==> src/rtl/pause_sequencer.sv <==
// Pause sequencer: merges the user button, OSD and external pause requests,
// freezes the CPU only on a frame boundary (vblank edge or watchdog), grants
// per-requester acknowledges while frozen, and dims the picture during long pauses.
module pause_sequencer #(
    parameter int unsigned CLKSPD  = 12,
    parameter int unsigned NREQ    = 4,
    parameter int unsigned SEC_CYC = CLKSPD * 1000000,
    parameter int unsigned WD_CYC  = SEC_CYC / 10,
    parameter int unsigned DIM_SEC = 10
) (
    input  logic            clk_sys,
    input  logic            reset,
    input  logic            vblank,
    input  logic            user_button,
    input  logic [NREQ-1:0] pause_req,
    input  logic [1:0]      options,
    input  logic            OSD_STATUS,
    output logic            pause_cpu,
    output logic [NREQ-1:0] pause_ack,
    output logic [1:0]      dim_level
);

    // Watchdog bounds the wait for a vblank edge when video timing is absent.
    localparam int unsigned WD_W = (WD_CYC > 1) ? $clog2(WD_CYC) : 1;
    localparam logic [WD_W-1:0] WD_LAST = WD_W'((WD_CYC > 0) ? WD_CYC - 1 : 0);

    localparam int unsigned DIM_W = 32;
    localparam logic [DIM_W-1:0] DIM_SAT = {DIM_W{1'b1}};

    // Clamp a 64-bit threshold into the 32-bit dim counter range.
    function automatic logic [DIM_W-1:0] clamp32(input logic [63:0] v);
        if (v > 64'(DIM_SAT)) begin
            return DIM_SAT;
        end
        return v[DIM_W-1:0];
    endfunction

    localparam logic [63:0] TH1_RAW = 64'(DIM_SEC) * 64'(SEC_CYC);
    localparam logic [63:0] TH2_RAW = TH1_RAW + 64'(SEC_CYC);
    localparam logic [63:0] TH3_RAW = TH2_RAW + 64'(SEC_CYC);
    localparam logic [DIM_W-1:0] DIM_TH1 = clamp32(TH1_RAW);
    localparam logic [DIM_W-1:0] DIM_TH2 = clamp32(TH2_RAW);
    localparam logic [DIM_W-1:0] DIM_TH3 = clamp32(TH3_RAW);

    typedef enum logic [1:0] {
        RUN    = 2'd0,
        ENTER  = 2'd1,
        PAUSED = 2'd2,
        EXIT   = 2'd3
    } state_t;

    state_t            state;
    logic [WD_W-1:0]   wd_cnt;
    logic              btn_prev;
    logic              vb_prev;
    logic              toggle;
    logic              btn_edge;
    logic              vb_edge;
    logic              eff_req;
    logic              wd_done;
    logic              dim_en;
    logic [DIM_W-1:0]  dim_cnt;
    logic [DIM_W-1:0]  dim_cnt_nxt;

    assign btn_edge = user_button & ~btn_prev;
    assign vb_edge  = vblank & ~vb_prev;
    assign eff_req  = (|pause_req) | toggle | (OSD_STATUS & options[0]);
    assign wd_done  = (wd_cnt == WD_LAST);

    // Edge history for the button and vblank, plus the user pause toggle.
    always_ff @(posedge clk_sys) begin
        btn_prev <= user_button;
        if (reset) begin
            vb_prev <= 1'b0;
            toggle  <= 1'b0;
        end else begin
            vb_prev <= vblank;
            toggle  <= toggle ^ btn_edge;
        end
    end

    // Pause FSM: enter and leave the frozen state only on a frame boundary.
    always_ff @(posedge clk_sys) begin
        if (reset) begin
            state     <= RUN;
            wd_cnt    <= '0;
            pause_cpu <= 1'b0;
        end else begin
            case (state)
                RUN: begin
                    if (eff_req) begin
                        state  <= ENTER;
                        wd_cnt <= '0;
                    end
                end
                ENTER: begin
                    if (!eff_req) begin
                        state <= RUN;
                    end else if (vb_edge || wd_done) begin
                        state     <= PAUSED;
                        pause_cpu <= 1'b1;
                    end else begin
                        wd_cnt <= wd_cnt + WD_W'(1);
                    end
                end
                PAUSED: begin
                    if (!eff_req) begin
                        state  <= EXIT;
                        wd_cnt <= '0;
                    end
                end
                EXIT: begin
                    if (eff_req) begin
                        state <= PAUSED;
                    end else if (vb_edge || wd_done) begin
                        state     <= RUN;
                        pause_cpu <= 1'b0;
                    end else begin
                        wd_cnt <= wd_cnt + WD_W'(1);
                    end
                end
                default: begin
                    state     <= RUN;
                    wd_cnt    <= '0;
                    pause_cpu <= 1'b0;
                end
            endcase
        end
    end

    // Grants follow the requests directly so a dropped request releases at once.
    assign pause_ack = (state == PAUSED) ? pause_req : '0;

    // Map the dim counter onto an attenuation step.
    function automatic logic [1:0] level_of(input logic [DIM_W-1:0] cnt);
        if (cnt >= DIM_TH3) begin
            return 2'd3;
        end else if (cnt >= DIM_TH2) begin
            return 2'd2;
        end else if (cnt >= DIM_TH1) begin
            return 2'd1;
        end
        return 2'd0;
    endfunction

    assign dim_en = pause_cpu & options[1];

    // Saturating dim counter; clears whenever dimming is not active.
    always_comb begin
        dim_cnt_nxt = '0;
        if (dim_en) begin
            dim_cnt_nxt = (dim_cnt == DIM_SAT) ? dim_cnt : dim_cnt + DIM_W'(1);
        end
    end

    // Dim level tracks the counter register value it is registered with.
    always_ff @(posedge clk_sys) begin
        if (reset) begin
            dim_cnt   <= '0;
            dim_level <= 2'd0;
        end else begin
            dim_cnt   <= dim_cnt_nxt;
            dim_level <= dim_en ? level_of(dim_cnt_nxt) : 2'd0;
        end
    end

endmodule

==> config.mk <==
export PLATFORM = sky130hd
export DESIGN_NAME = pause_sequencer
export DESIGN_NICKNAME = d
export VERILOG_FILES = /design/src/rtl/pause_sequencer.sv
export SDC_FILE = /design/constraint.sdc
export NUM_CORES = 1
export LEC_CHECK = 0
export CAP_MARGIN = 20
export CORE_MARGIN = 5
export CORE_UTILIZATION = 33
export DETAILED_ROUTE_END_ITERATION = 8
export HOLD_SLACK_MARGIN = 0.06
export MAX_ROUTING_LAYER = met4
export PLACE_DENSITY = 0.58
export SLEW_MARGIN = 20
export SYNTH_ARGS = -nofsm -noshare
export SYNTH_HDL_FRONTEND = slang
export SYNTH_SLANG_ARGS = --single-unit
==> constraint.sdc <==
create_clock -name clk_sys -period 3.76 [get_ports clk_sys]
set_clock_uncertainty 0.2 [all_clocks]
set_input_delay 0.752 -clock clk_sys [delete_from_list [all_inputs] [get_ports clk_sys]]
set_output_delay 0.752 -clock clk_sys [all_outputs]
set_load 0.02 [all_outputs]
==> results_dict.tcl, run 1 <==
set metrics [dict create \
    dpl_cell_area_um2 3532 \
    postCtsSetupBuffers 0 \
    fin_area_um2 3757 \
    hold_violations 0 \
    yosysSeqAreaShare 0.3758 \
    fin_hold_ws_ns 0.2829 \
    async_flop_share 0 \
    synth_flop_cell "dfxtp_1" \
    io_buffers 17 \
    grt_pass1_vias 2594 \
    setup_viol 0 \
    overflow 0 \
    antenna_found_initial 0 \
    p_int_mw 1.090 \
    path_class "in2reg" \
    nFillCells 987 \
    slowest_delay_ns 0.41 \
    ctsHoldBuffers 0 \
    grt_usage 0.1302 \
    maxSlewHeadroom 0.7003 \
    cp_max_fo 6 \
    routed_via_density 4.896 \
    cp.required_ns 3.83 \
    yosysWarningCount 0 \
    switchingPower_mw 0.2930 \
    drt_iter0_drc 153 \
    maxCapViolations 0 \
    cts.reportedPaths.clkPinSlew_ns 0.07 \
    fin_crit_ns 3.141 \
    period_share 0.8353 \
    worst_slew_pin_slew_ns 0.4458 \
    wl_mm 6.933 \
    slew_violations 0 \
    netSwitchingFraction 0.2118 \
    synth-seq-cells 61 \
    core_um2 9684 \
    rows 36 \
    antennaDiodeCount 0 \
    io_pins 18 \
    grt_max_degree 33 \
    synthesis.nets 398 \
    fp.dieW_um 109.2 \
    antenna_left 0 \
    cellPowerDensity_nw_per_um2 368.1 \
    crit_slowest_cell "clkdlybuf4s50_1" \
    clockBufferDepth 2 \
    status "completed" \
    max_freq_mhz 318.4 \
    p_seq_frac 0.478 \
    rsz0062_at_grt "false" \
    synthToLayoutAreaGrowth_pct 15.63 \
    drive_above_1_share 0.07635 \
    met3_length_um 239 \
    syn_area_um2 3249 \
    hpwl_mm 5.029 \
    combPwrFrac 0.047 \
    fin_util 0.3880 \
    cellLeakagePower_nw 1.190 \
    nets 414 \
    hold_class "reg2reg" \
    die-area_um2 11930 \
    cts.sinks 61 \
    drt-met1-wl_mm 3.581 \
    synthCells 385 \
    drc 0 \
    clkPwrFrac 0.475 \
    tritoncts "done" \
    drt-pass1-iter-count 4 \
    crit_chain "clkdlybuf4s50_1 > nor4_1 > nand2_1 > xnor2_1 > a21o_1 > nor3_1 > nand3_1 > or3_1 > a21oi_1" \
    cp.arrival_ns 3.21 \
    endpoint_kind "register" \
    fp.dieH_um 109.2 \
    highest_layer "met4" \
    vias 2639 \
    start_util 0.3355 \
    wl_per_cell_um 12.86 \
    cts.repair.resized 0 \
    grt_pass1_wl_mm 12.10 \
    fin_tns_setup_ns 0 \
    cts-htree-levels 3 \
    startpoint_type "input port" \
    route.met2.wl_mm 2.970 \
    ir_drop_mv 0.3460 \
    clock_latency_ns 0.34 \
    synth_cell_types 53 \
    avgSynthCellArea_um2 8.440 \
    synth_edf_count 0 \
    routabilityCongestion 0.8151 \
    cts_buffers 9 \
    cts-root-buf "clkbuf_8" \
]
## layout make-up
cell class                      count  area, µm²  share of cell area
Clock buffer                       12      155.1             0.04129
Multi-Input combinational cell    306       1941              0.5165
Sequential cell                    61       1221              0.3250
Tap cell                          133      166.4             0.04429
Clock inverter                      4      70.07             0.01865
Inverter                            3      11.26            0.002997
Timing Repair Buffer               20      192.7             0.05128
## cells by family (layout without fill, tap and decap cells)
| kind of cell | count (synthesis) | in the layout | synth area share |
|---|---|---|---|
| xor gates and xnor gates | 48 | 48 | 0.1317 |
| buffers and inverters | 18 | 39 | 0.02695 |
| muxes | 5 | 5 | 0.01617 |
| and+or+nand+nor | 199 | 199 | 0.3173 |
| AOI/OAI and AO/OA | 52 | 52 | 0.1244 |
| adders and majority gates | 2 | 2 | 0.007700 |
| DFF | 61 | 61 | 0.3758 |
## layout by cell type, fill, tap and decap left out, types with 3 or more instances in the layout
cell              n
nand4_1          13
a21oi_1          14
nand2b_1          4
dfxtp_1          61
o21ai_0           6
nor4_1            4
nor2_1           61
inv_1             3
xnor2_1          26
and2_1            8
nor3b_1           3
xor2_1           21
and3_1            6
nand3_1          16
nor2b_1           7
mux2i_1           3
nor3_1            9
a211oi_1          3
nand2_1          43
clkbuf_8         11
o31ai_1           3
clkdlybuf4s50_1  17
and4_1           13
or3_1             4
a21o_1            4
buf_4             3
## cells in the mapped netlist, types with 6 or more instances
library cell   n  area share
dfxtp_1       61        0.38
a21oi_1       14       0.022
xnor2_1       26       0.070
nand3_1       16       0.025
nor2_1        61       0.070
xor2_1        21       0.057
nor3_1         9       0.014
clkbuf_1       6      0.0069
nor2b_1        7       0.013
nand2_1       43       0.050
nand4_1       13       0.025
and4_1        13       0.035
and2_1         8       0.015
o21ai_0        6      0.0092
and3_1         6       0.012
## metrics by stage
step / setup WS, ns / std cells / total power, mW
2_1_floorplan: 1.028 / 385 / 0.7107
3_3_place_gp: 0.3905 / 523 / 0.7406
3_5_place_dp: 0.2567 / 523 / 0.7418
4_1_cts: 0.6218 / 539 / 1.401
5_1_grt: 0.3446 / 539 / 1.445
6_report: 0.6192 / 539 / 1.383
## layer usage
metal,up-vias,global-route usage
li1,1384,-
met1,1207,0.1781
met2,33,0.1868
met3,15,0.02960
met4,0,0.04898
met5,-,-
## worst max-delay path, delay by kind of cell
kind            cells  cell delay, ns
buf+inv             1            0.41
xor+xnor            1            0.19
simple gates        5            1.50
compound gates      2            0.37
## power groups by stage
stage          combinational [mW]  clock, mW  sequential (mW)
4_1_cts                    0.0663      0.673            0.661
3_5_place_dp               0.0658          0            0.676
3_3_place_gp               0.0649          0            0.676
5_1_grt                    0.0733      0.709            0.663
2_1_floorplan              0.0352          0            0.676
6_report                   0.0648      0.657            0.661
## path summary, 6_finish.rpt
check | from | to | slack, ns | cells after the start
max | pause_req[0] | wd_cnt[20] | 0.62 | 9
min | dim_cnt[1] | dim_cnt[1] | 0.28 | 2
max reg2reg | dim_cnt[0] | dim_level[0] | 0.67 | 9
min reg2reg | dim_cnt[1] | dim_cnt[1] | 0.28 | 2
## sequential cells by signal, summed over array words and instances, names as in the netlist, named ones only
name,count
pause_cpu,1
toggle,1
state,1
btn_prev,1
dim_level,2
vb_prev,1
dim_cnt,32
wd_cnt,21
Note: power is estimated with default switching activity, not from simulation.
==> run 2, diff against run 1 <==
==> constraint.sdc (replaced) <==
create_clock -name clk_sys -period 3.15 [get_ports clk_sys]
set_clock_uncertainty 0.2 [all_clocks]
set_input_delay 0.63 -clock clk_sys [delete_from_list [all_inputs] [get_ports clk_sys]]
set_output_delay 0.63 -clock clk_sys [all_outputs]
set_load 0.02 [all_outputs]
==> run 2 against run 1 <==
Critical path depth up 1. Sequential power rose by 19%. Sequential share of layout area fell by 0.99 points. Core utilization rose by 1.2 points. Largest cell class unchanged. Die area unchanged. Via count grew 2.1%. Clock power up 11%. Routed wire length rose by 2.2%. Critical endpoint is now dim_level[0].
==> results_dict.tcl, run 2 (same netlist as run 1, synthesis figures left out) <==
set metrics [dict create \
    io_pins 18 \
    grt_usage 0.1305 \
    clock_latency_ns 0.34 \
    path_buf_inv 1 \
    cp.required_ns 3.20 \
    hold_violations 0 \
    max_freq_mhz 339.6 \
    setup_viol 0 \
    start_util 0.3355 \
    cts-root-buf "clkbuf_8" \
    drc 0 \
    wl_mm 7.084 \
    routed_via_density 4.880 \
    routabilityCongestion 0.8519 \
    dpl.cell_count 535 \
    startpoint_type "register" \
    rsz0062_at_grt "false" \
    fp.dieW_um 109.2 \
    hold_class "reg2reg" \
    path_class "reg2reg" \
    setup_ws_ns 0.2057 \
    fin_tns_setup_ns 0 \
    multiInputGateArea_um2 1974 \
    ir_drop_mv 0.2547 \
    cellPowerDensity_nw_per_um2 413.5 \
    largest-register "dim_cnt" \
    worst_slew_pin_slew_ns 0.4110 \
    drt-pass1-iter-count 4 \
    grt_pass1_vias 2471 \
    overflow 0 \
    path_common_cell "and4_1" \
    endpoint_kind "register" \
    io_buffers 17 \
    antennaDiodeCount 0 \
    seqCellArea_um2 1221 \
    fp.dieH_um 109.2 \
    nets 427 \
    vias 2694 \
    largest_reg_flops 32 \
    cp.arrival_ns 2.99 \
    crit_chain "ha_1 > and4_1 > buf_4 > and2_1 > a2111oi_4 > xnor2_2 > and4_1 > nor3b_1 > nor3_1 > o31ai_1" \
    reg_top3 "dim_cnt: 32 flops, wd_cnt: 21 flops, dim_level: 2 flops" \
    maxSlewHeadroom 0.7225 \
    period_share 0.9347 \
    final_cell_mix "nor2_1, dfxtp_1, nand2_1, xnor2_1, xor2_1" \
    crit_slowest_cell "a2111oi_4" \
    critPathTopFamily "simple AND/OR/NAND/NOR gates" \
    antenna_found_initial 0 \
    hpwl_mm 5.201 \
    ctsHoldBuffers 0 \
    pre_cts_ws_ns 0.02809 \
    synthToLayoutAreaGrowth_pct 19.25 \
    nFillCells 975 \
    rows 36 \
    critPathLaunch "dim_cnt[0]" \
    cellLeakagePower_nw 1.245 \
    tritoncts "done" \
    core_um2 9684 \
    grt_pass1_wl_mm 11.85 \
    cts-htree-levels 3 \
    clockBufferDepth 2 \
    drive_above_1_share 0.1146 \
    hold_start "wd_cnt[1]" \
    wl_per_cell_um 12.83 \
    status "completed" \
    cts.reportedPaths.clkPinSlew_ns 0.07 \
    maxCapViolations 0 \
    fin_crit_ns 2.944 \
    slowest_delay_ns 0.40 \
    stdcell_count 552 \
    drt_iter0_drc 151 \
    grt_max_degree 33 \
    cts.sinks 61 \
    antenna_left 0 \
    r2r-start "dim_cnt[0]" \
    cp_max_fo 5 \
    slew_violations 0 \
    cts_buffers 9 \
    fin_util 0.4001 \
    die-area_um2 11930 \
]
-- run 2: path summary, 6_finish.rpt --
check,cells after the start,endpoint,slack (ns)
max,10,dim_level[0],0.21
min,2,wd_cnt[1],0.27
max reg2reg,10,dim_level[0],0.21
min reg2reg,2,wd_cnt[1],0.27
-- run 2: area by class of cell --
| type | count | share of cell area |
|---|---|---|
| multi-input combinational | 306 | 0.5095 |
| clock buffer | 13 | 0.04359 |
| timing repair buffer | 33 | 0.07491 |
| sequential | 61 | 0.3151 |
| tap | 133 | 0.04294 |
| clock inverter | 3 | 0.01098 |
| inverter | 3 | 0.002906 |
-- run 2: worst min-delay path: cells and delay by family (launching register included) --
kind / cells / cell delay (ns)
compound gates: 1 / 0.05
flops: 1 / 0.32
simple gates: 1 / 0.06
-- run 2: where the power goes --
part | internal (mW) | total (mW) | switching [mW]
combinational | 0.0384 | 0.0829 | 0.0445
clock | 0.429 | 0.730 | 0.301
sequential | 0.780 | 0.789 | 0.00877
-- run 2: per-layer routing --
| metal | GRT usage | vias to the layer above | share of wire |
|---|---|---|---|
| li1 | - | 1409 | - |
| met1 | 0.1776 | 1235 | 0.51 |
| met2 | 0.1842 | 43 | 0.44 |
| met3 | 0.02191 | 7 | 0.043 |
| met4 | 0.06946 | 0 | 0.0097 |
| met5 | - | - | 0 |
-- run 2: what timing repair did --
action,4_1_cts,5_1_grt
setup endpoints to repair,0,1
endpoints found under the hold margin,0,0
resized for setup,0,6
setup buffers,0,1
-- run 2: per-stage QoR --
step | cell area, µm² | power, mW | hold slack, ns
2_1_floorplan | 3249 | 0.8483 | 0.2444
3_3_place_gp | 3622 | 0.8896 | 0.2582
3_5_place_dp | 3622 | 0.8901 | 0.2669
4_1_cts | 3834 | 1.627 | 0.2766
5_1_grt | 3875 | 1.670 | 0.2977
6_report | 3875 | 1.602 | 0.2750
